`config.mk`:
```
export PLATFORM = sky130hd
export DESIGN_NAME = z80_wb_arbiter_flat
export DESIGN_NICKNAME = d
export VERILOG_FILES = /design/src/rtl/z80_wb_arbiter_if.sv /design/src/rtl/z80_wb_arbiter.sv /design/src/flat_wrapper.sv
export SDC_FILE = /design/constraint.sdc
export NUM_CORES = 1
export LEC_CHECK = 0
export BUFFER_PORTS_ARGS = -buffer_cell sky130_fd_sc_hd__buf_2
export CAP_MARGIN = 20
export CORE_ASPECT_RATIO = 0.7
export CORE_MARGIN = 2
export CORE_UTILIZATION = 25
export CTS_BUF_LIST = sky130_fd_sc_hd__clkbuf_2
export DETAILED_ROUTE_END_ITERATION = 10
export GPL_ROUTABILITY_DRIVEN = 0
export MAX_ROUTING_LAYER = met4
export PLACE_DENSITY = 0.6
export SLEW_MARGIN = 20
export SYNTH_ARGS = -nofsm -noshare
export SYNTH_HDL_FRONTEND = slang
export SYNTH_SLANG_ARGS = --single-unit
export TNS_END_PERCENT = 20
```
`constraint.sdc`:
```
create_clock -name wb_clk_i -period 3.6 [get_ports wb_clk_i]
set_input_delay 0.9 -clock wb_clk_i [delete_from_list [all_inputs] [get_ports wb_clk_i]]
set_output_delay 0.9 -clock wb_clk_i [all_outputs]
set_load 0.01 [all_outputs]
```
`src/rtl/z80_wb_arbiter_if.sv`:
```
// Bus bundle for the two-master Wishbone arbiter: both master request/return
// groups, the shared slave-side bus and the one-hot grant.
interface z80_wb_arbiter_if;
    // master 0 (z80 core)
    logic        m0_cyc_i;
    logic        m0_stb_i;
    logic        m0_we_i;
    logic [15:0] m0_adr_i;
    logic [1:0]  m0_tga_i;
    logic [7:0]  m0_dat_i;
    logic [7:0]  m0_dat_o;
    logic        m0_ack_o;
    logic        m0_err_o;
    // master 1 (DMA / debug loader)
    logic        m1_cyc_i;
    logic        m1_stb_i;
    logic        m1_we_i;
    logic [15:0] m1_adr_i;
    logic [1:0]  m1_tga_i;
    logic [7:0]  m1_dat_i;
    logic [7:0]  m1_dat_o;
    logic        m1_ack_o;
    logic        m1_err_o;
    // shared bus toward address decode / ack merge
    logic        s_cyc_o;
    logic        s_stb_o;
    logic        s_we_o;
    logic [15:0] s_adr_o;
    logic [1:0]  s_tga_o;
    logic [7:0]  s_dat_o;
    logic [7:0]  s_dat_i;
    logic        s_ack_i;
    logic [1:0]  gnt_o;

    // Arbiter side of the bundle.
    modport slave (
        input  m0_cyc_i, m0_stb_i, m0_we_i, m0_adr_i, m0_tga_i, m0_dat_i,
        output m0_dat_o, m0_ack_o, m0_err_o,
        input  m1_cyc_i, m1_stb_i, m1_we_i, m1_adr_i, m1_tga_i, m1_dat_i,
        output m1_dat_o, m1_ack_o, m1_err_o,
        output s_cyc_o, s_stb_o, s_we_o, s_adr_o, s_tga_o, s_dat_o,
        input  s_dat_i, s_ack_i,
        output gnt_o
    );

    // Environment side: the masters plus the merged slave response.
    modport master (
        output m0_cyc_i, m0_stb_i, m0_we_i, m0_adr_i, m0_tga_i, m0_dat_i,
        input  m0_dat_o, m0_ack_o, m0_err_o,
        output m1_cyc_i, m1_stb_i, m1_we_i, m1_adr_i, m1_tga_i, m1_dat_i,
        input  m1_dat_o, m1_ack_o, m1_err_o,
        input  s_cyc_o, s_stb_o, s_we_o, s_adr_o, s_tga_o, s_dat_o,
        output s_dat_i, s_ack_i,
        input  gnt_o
    );
endinterface

```
`src/rtl/z80_wb_arbiter.sv`:
```
// Two-master round-robin Wishbone arbiter for the z80 slave bus, with a
// registered grant held for the owner's whole cycle and a stalled-strobe watchdog.
module z80_wb_arbiter #(
    parameter int unsigned TIMEOUT = 255,
    parameter int unsigned CNT_W   = 8
) (
    input  logic              wb_clk_i,
    input  logic              wb_rst_i,
    z80_wb_arbiter_if.slave   bus
);

    // State encoding doubles as the one-hot grant vector.
    typedef enum logic [1:0] {
        IDLE = 2'b00,
        GNT0 = 2'b01,
        GNT1 = 2'b10
    } state_t;

    state_t             state_r;
    state_t             state_next_s;
    logic               last_gnt_r;
    logic [CNT_W-1:0]   wd_cnt_r;
    logic               sel_stb_s;
    logic               wd_fire_s;
    logic               gnt_change_s;

    localparam logic [CNT_W-1:0] WD_LAST = CNT_W'(TIMEOUT - 1);

    // Next-state arbitration: ties in IDLE go to the master that did not own the bus last.
    always_comb begin
        state_next_s = state_r;
        case (state_r)
            IDLE: begin
                if (bus.m0_cyc_i && bus.m1_cyc_i) begin
                    state_next_s = last_gnt_r ? GNT0 : GNT1;
                end else if (bus.m0_cyc_i) begin
                    state_next_s = GNT0;
                end else if (bus.m1_cyc_i) begin
                    state_next_s = GNT1;
                end else begin
                    state_next_s = IDLE;
                end
            end
            GNT0: begin
                if (bus.m0_cyc_i) begin
                    state_next_s = GNT0;
                end else if (bus.m1_cyc_i) begin
                    state_next_s = GNT1;
                end else begin
                    state_next_s = IDLE;
                end
            end
            GNT1: begin
                if (bus.m1_cyc_i) begin
                    state_next_s = GNT1;
                end else if (bus.m0_cyc_i) begin
                    state_next_s = GNT0;
                end else begin
                    state_next_s = IDLE;
                end
            end
            default: state_next_s = IDLE;
        endcase
    end

    // Strobe of the granted master; a strobe without cyc is ignored.
    always_comb begin
        sel_stb_s = 1'b0;
        case (state_r)
            GNT0:    sel_stb_s = bus.m0_cyc_i & bus.m0_stb_i;
            GNT1:    sel_stb_s = bus.m1_cyc_i & bus.m1_stb_i;
            default: sel_stb_s = 1'b0;
        endcase
    end

    // Watchdog fire and grant-change detection.
    always_comb begin
        wd_fire_s    = (wd_cnt_r == WD_LAST) & sel_stb_s & ~bus.s_ack_i;
        gnt_change_s = (state_next_s != state_r);
    end

    // Shared bus forward path: mux of the granted master, all zero when idle.
    always_comb begin
        bus.s_cyc_o = 1'b0;
        bus.s_stb_o = 1'b0;
        bus.s_we_o  = 1'b0;
        bus.s_adr_o = 16'h0000;
        bus.s_tga_o = 2'b00;
        bus.s_dat_o = 8'h00;
        case (state_r)
            GNT0: begin
                bus.s_cyc_o = bus.m0_cyc_i;
                bus.s_stb_o = sel_stb_s & ~wd_fire_s;
                bus.s_we_o  = bus.m0_we_i;
                bus.s_adr_o = bus.m0_adr_i;
                bus.s_tga_o = bus.m0_tga_i;
                bus.s_dat_o = bus.m0_dat_i;
            end
            GNT1: begin
                bus.s_cyc_o = bus.m1_cyc_i;
                bus.s_stb_o = sel_stb_s & ~wd_fire_s;
                bus.s_we_o  = bus.m1_we_i;
                bus.s_adr_o = bus.m1_adr_i;
                bus.s_tga_o = bus.m1_tga_i;
                bus.s_dat_o = bus.m1_dat_i;
            end
            default: begin
                bus.s_cyc_o = 1'b0;
                bus.s_stb_o = 1'b0;
                bus.s_we_o  = 1'b0;
                bus.s_adr_o = 16'h0000;
                bus.s_tga_o = 2'b00;
                bus.s_dat_o = 8'h00;
            end
        endcase
    end

    // Return path; a fire cycle never coincides with s_ack_i, so ack and err stay exclusive.
    always_comb begin
        bus.m0_dat_o = bus.s_dat_i;
        bus.m1_dat_o = bus.s_dat_i;
        bus.m0_ack_o = bus.s_ack_i & state_r[0] & bus.m0_stb_i;
        bus.m1_ack_o = bus.s_ack_i & state_r[1] & bus.m1_stb_i;
        bus.m0_err_o = wd_fire_s & state_r[0];
        bus.m1_err_o = wd_fire_s & state_r[1];
        bus.gnt_o    = state_r;
    end

    // Grant state, round-robin history and watchdog counter.
    always_ff @(posedge wb_clk_i) begin
        if (wb_rst_i) begin
            state_r    <= IDLE;
            last_gnt_r <= 1'b1;
            wd_cnt_r   <= '0;
        end else begin
            state_r <= state_next_s;
            if (gnt_change_s && (state_next_s == GNT0)) begin
                last_gnt_r <= 1'b0;
            end else if (gnt_change_s && (state_next_s == GNT1)) begin
                last_gnt_r <= 1'b1;
            end else begin
                last_gnt_r <= last_gnt_r;
            end
            if (gnt_change_s || bus.s_ack_i || !sel_stb_s || wd_fire_s) begin
                wd_cnt_r <= '0;
            end else begin
                wd_cnt_r <= wd_cnt_r + {{(CNT_W-1){1'b0}}, 1'b1};
            end
        end
    end

endmodule

```
`src/flat_wrapper.sv`:
```
// flat-port wrapper written by rule: the top's interface ports become plain ports
module z80_wb_arbiter_flat 
#(
    parameter int unsigned TIMEOUT = 255,
    parameter int unsigned CNT_W   = 8
)
  (wb_clk_i, wb_rst_i, bus_m0_cyc_i, bus_m0_stb_i, bus_m0_we_i, bus_m0_adr_i, bus_m0_tga_i, bus_m0_dat_i, bus_m0_dat_o, bus_m0_ack_o, bus_m0_err_o, bus_m1_cyc_i, bus_m1_stb_i, bus_m1_we_i, bus_m1_adr_i, bus_m1_tga_i, bus_m1_dat_i, bus_m1_dat_o, bus_m1_ack_o, bus_m1_err_o, bus_s_cyc_o, bus_s_stb_o, bus_s_we_o, bus_s_adr_o, bus_s_tga_o, bus_s_dat_o, bus_s_dat_i, bus_s_ack_i, bus_gnt_o);
  z80_wb_arbiter_if bus_i ();
  input  logic wb_clk_i;
  input  logic wb_rst_i;
  input wire logic [$bits(bus_i.m0_cyc_i)-1:0] bus_m0_cyc_i;
  input wire logic [$bits(bus_i.m0_stb_i)-1:0] bus_m0_stb_i;
  input wire logic [$bits(bus_i.m0_we_i)-1:0] bus_m0_we_i;
  input wire logic [$bits(bus_i.m0_adr_i)-1:0] bus_m0_adr_i;
  input wire logic [$bits(bus_i.m0_tga_i)-1:0] bus_m0_tga_i;
  input wire logic [$bits(bus_i.m0_dat_i)-1:0] bus_m0_dat_i;
  output wire logic [$bits(bus_i.m0_dat_o)-1:0] bus_m0_dat_o;
  output wire logic [$bits(bus_i.m0_ack_o)-1:0] bus_m0_ack_o;
  output wire logic [$bits(bus_i.m0_err_o)-1:0] bus_m0_err_o;
  input wire logic [$bits(bus_i.m1_cyc_i)-1:0] bus_m1_cyc_i;
  input wire logic [$bits(bus_i.m1_stb_i)-1:0] bus_m1_stb_i;
  input wire logic [$bits(bus_i.m1_we_i)-1:0] bus_m1_we_i;
  input wire logic [$bits(bus_i.m1_adr_i)-1:0] bus_m1_adr_i;
  input wire logic [$bits(bus_i.m1_tga_i)-1:0] bus_m1_tga_i;
  input wire logic [$bits(bus_i.m1_dat_i)-1:0] bus_m1_dat_i;
  output wire logic [$bits(bus_i.m1_dat_o)-1:0] bus_m1_dat_o;
  output wire logic [$bits(bus_i.m1_ack_o)-1:0] bus_m1_ack_o;
  output wire logic [$bits(bus_i.m1_err_o)-1:0] bus_m1_err_o;
  output wire logic [$bits(bus_i.s_cyc_o)-1:0] bus_s_cyc_o;
  output wire logic [$bits(bus_i.s_stb_o)-1:0] bus_s_stb_o;
  output wire logic [$bits(bus_i.s_we_o)-1:0] bus_s_we_o;
  output wire logic [$bits(bus_i.s_adr_o)-1:0] bus_s_adr_o;
  output wire logic [$bits(bus_i.s_tga_o)-1:0] bus_s_tga_o;
  output wire logic [$bits(bus_i.s_dat_o)-1:0] bus_s_dat_o;
  input wire logic [$bits(bus_i.s_dat_i)-1:0] bus_s_dat_i;
  input wire logic [$bits(bus_i.s_ack_i)-1:0] bus_s_ack_i;
  output wire logic [$bits(bus_i.gnt_o)-1:0] bus_gnt_o;
  assign bus_i.m0_cyc_i = bus_m0_cyc_i;
  assign bus_i.m0_stb_i = bus_m0_stb_i;
  assign bus_i.m0_we_i = bus_m0_we_i;
  assign bus_i.m0_adr_i = bus_m0_adr_i;
  assign bus_i.m0_tga_i = bus_m0_tga_i;
  assign bus_i.m0_dat_i = bus_m0_dat_i;
  assign bus_m0_dat_o = bus_i.m0_dat_o;
  assign bus_m0_ack_o = bus_i.m0_ack_o;
  assign bus_m0_err_o = bus_i.m0_err_o;
  assign bus_i.m1_cyc_i = bus_m1_cyc_i;
  assign bus_i.m1_stb_i = bus_m1_stb_i;
  assign bus_i.m1_we_i = bus_m1_we_i;
  assign bus_i.m1_adr_i = bus_m1_adr_i;
  assign bus_i.m1_tga_i = bus_m1_tga_i;
  assign bus_i.m1_dat_i = bus_m1_dat_i;
  assign bus_m1_dat_o = bus_i.m1_dat_o;
  assign bus_m1_ack_o = bus_i.m1_ack_o;
  assign bus_m1_err_o = bus_i.m1_err_o;
  assign bus_s_cyc_o = bus_i.s_cyc_o;
  assign bus_s_stb_o = bus_i.s_stb_o;
  assign bus_s_we_o = bus_i.s_we_o;
  assign bus_s_adr_o = bus_i.s_adr_o;
  assign bus_s_tga_o = bus_i.s_tga_o;
  assign bus_s_dat_o = bus_i.s_dat_o;
  assign bus_i.s_dat_i = bus_s_dat_i;
  assign bus_i.s_ack_i = bus_s_ack_i;
  assign bus_gnt_o = bus_i.gnt_o;
  z80_wb_arbiter #(.TIMEOUT(TIMEOUT), .CNT_W(CNT_W)) u_core (.wb_clk_i(wb_clk_i), .wb_rst_i(wb_rst_i), .bus(bus_i));
endmodule
```
==> metrics.txt <==
crit end category=output pin; RSZ-0062 raised after global routing=no; reg2reg path depth=8; Yosys reg bits=11; Die Y=64.9 um; Tightest Pin Transition=0.487 ns; Routed WL=3840 um; Area after DPL=1750 um^2; Post-CTS Hold Fix Bufs=0; drt first pass iters=4; max incr delay on CP=0.42 ns; Synth Area per Inst=7.70 um^2; layout cells sized above 1=46.0%; distinct cell type count after synthesis=37; Largest delay share family, worst path=buffers and inverters; CP max FO=22; sequential share of the synthesized area=16.6%; later-pin clock latency in the skew report=0.26 ns; per-cell routed wire length=12.0 um; Hold Path Class=reg2reg; Final Setup Violations=0; Max transition margin=67.1%; Synth-to-Final Area Change=33.5%; crit-path cells=inv_1 > ha_1 > buf_4 > nand2_1 > a21boi_0 > buf_2; final global-route overflow total=0; initial antenna violation count=0; Initial Util=25.6%; Longest Clk Path Bufs=2; Cell Rows=22; max capacitance violation total=0; Fin Setup TNS=0 ns; CP Launch Point=u_core.bus.gnt_o[1]$_SDFF_PP0_; Setup crit start kind=flip-flop; Setup WS pre-CTS=0.927 ns; Max VDD drop=0.000180 V; post-synthesis async set-or-reset flop share=0%; Critical Path RT=2.70 ns; largest net degree at the start of global routing=30; Post-synth EDFFs=0; Die X=91.0 um; synth warn=0; Final Cell Area=1770 um^2; Max Freq=0.339 GHz; Tmin final=2.95 ns; IO Pins=120; critical path class=reg2out; r2r setup slk=0.91 ns; PortBufs=95; TritonCTS clock tree=yes; worst reg2reg path startpoint=u_core.bus.gnt_o[1]$_SDFF_PP0_; Diodes inserted=0; total CTS buffers=3; first-pass GRT wire length=5790 um; Slew Viols, Final=0; ANT nets after route=0; slowest library cell on the worst path=dfxtp_1; mapped cell area=1320 um^2; Final Hold Fails=0; # Post-CTS Setup Buffers=0; Buffers & Inverters on Critical Path=3; leakage=0.844 nW; vias=1461; P per Cell Area=231 nW/um^2; part of the cycle the worst path needs=81.8%; Main synth FF type=dfxtp_1; Mapped Cells=172; crit path capture=bus_s_cyc_o; Pwr Total=0.407 mW; clock transition at the registers of the reported paths=0.12 ns; commonest non-fill, non-tap cell in the layout=buf_2; outcome=finished, final reports clean; clock skew=0.0146 ns; Critical R2R Capture=u_core.wd_cnt_r[4]$_SDFF_PP0_; Setup WS post-layout=0.654 ns; Hold WS=0.555 ns; iteration-0 DRC count of the detailed router=56; number of global-route vias before repair=1203; CTS Root Buffer Type=clkbuf_2; final HPWL from detailed placement=2950 um; critical path depth=6; drt drc=0; Nets=325; Vias/cell=4.57; Placeable Area=5170 um^2; most frequent cells in the layout=buf_2, nor2b_1, a22oi_1; H-Tree Level Count=1; CP arrival=2.05 ns; DIE AREA=5900 um^2; clock sink total=11; PostCTS Resize Cnt=0; Mapped Nets=248; gr usage total=12.1%
==> report_power, final <==
| part | leakage, nW | internal (mW) | switching [mW] | total, mW |
|---|---|---|---|---|
| Clock | 0.0166 | 0.0295 | 0.0417 | 0.0712 |
| Combinational | 0.738 | 0.0932 | 0.110 | 0.204 |
| Sequential | 0.0891 | 0.125 | 0.00700 | 0.132 |
| Total | 0.844 | 0.248 | 0.159 | 0.407 |
==> flip-flops by register name (all words and copies together) (netlist names) <==
signal	cells
u_core.last_gnt_r	1
u_core.wd_cnt_r	8
u_core.bus.gnt_o	2
==> kinds of logic (layout without fill, tap and decap cells) <==
logic type      Yosys count  after routing  share of synthesized area (%)
compound gates           52             52                           31.6
xor+xnor                  6              6                           3.97
fa+ha+maj                 7              7                           6.62
buf+inv                  29            105                           13.3
flops                    11             11                           16.6
simple gates             67             67                           27.9
==> stage by stage <==
step | cells | util [%]
floorplan | 172 | -
global placement | 316 | 33.8
detailed placement | 316 | 33.8
CTS | 320 | 34.1
global route | 320 | 34.1
finish | 320 | 34.1
==> synthesized netlist by cell type (2+ instances only) <==
cell type / number / area [um^2]
a21oi_1: 4 / 20.0
a21oi_2: 8 / 70.1
a22oi_1: 27 / 203
and3_1: 2 / 12.5
buf_4: 16 / 120
clkbuf_1: 9 / 33.8
dfxtp_1: 11 / 220
ha_1: 7 / 87.6
inv_1: 3 / 11.3
nand2_1: 14 / 52.6
nand3_1: 4 / 20.0
nor2_1: 7 / 26.3
nor2b_1: 29 / 181
nor4_1: 3 / 18.8
o21ai_0: 2 / 10.0
xnor2_1: 2 / 17.5
xor2_1: 4 / 35.0
==> worst min path at each step <==
stage / from / end / cells past startpoint
floorplan: u_core.last_gnt_r$_SDFFE_PP1P_ / u_core.last_gnt_r$_SDFFE_PP1P_ / 1
global placement: u_core.wd_cnt_r[7]$_SDFF_PP0_ / u_core.wd_cnt_r[7]$_SDFF_PP0_ / 3
detailed placement: u_core.wd_cnt_r[7]$_SDFF_PP0_ / u_core.wd_cnt_r[7]$_SDFF_PP0_ / 3
CTS: u_core.wd_cnt_r[7]$_SDFF_PP0_ / u_core.wd_cnt_r[7]$_SDFF_PP0_ / 3
global route: u_core.wd_cnt_r[7]$_SDFF_PP0_ / u_core.wd_cnt_r[7]$_SDFF_PP0_ / 3
finish: u_core.wd_cnt_r[7]$_SDFF_PP0_ / u_core.wd_cnt_r[7]$_SDFF_PP0_ / 3
==> layer usage <==
layer	vias to the layer above	share of wire [%]	global-route usage, %
met5	-	0	-
met4	0	0.31	2.08
met3	2	6.3	2.44
met2	44	44	16.8
met1	663	49	18.1
li1	752	-	-
==> area by class of cell <==
class | count | area (um^2)
inverter | 3 | 11.3
fill | 574 | 3410
tap | 72 | 90.1
multi-input combinational | 132 | 927
sequential | 11 | 220
timing repair buffer | 98 | 498
clock buffer | 4 | 20.0
==> worst min-delay path, cell delays in order (launching register included) <==
cell and delay, ns:
dfxtp_1 0.36, xor2_1 0.07, nand2_1 0.07, a21oi_2 0.03
Note: power is estimated with default switching activity, not from simulation.
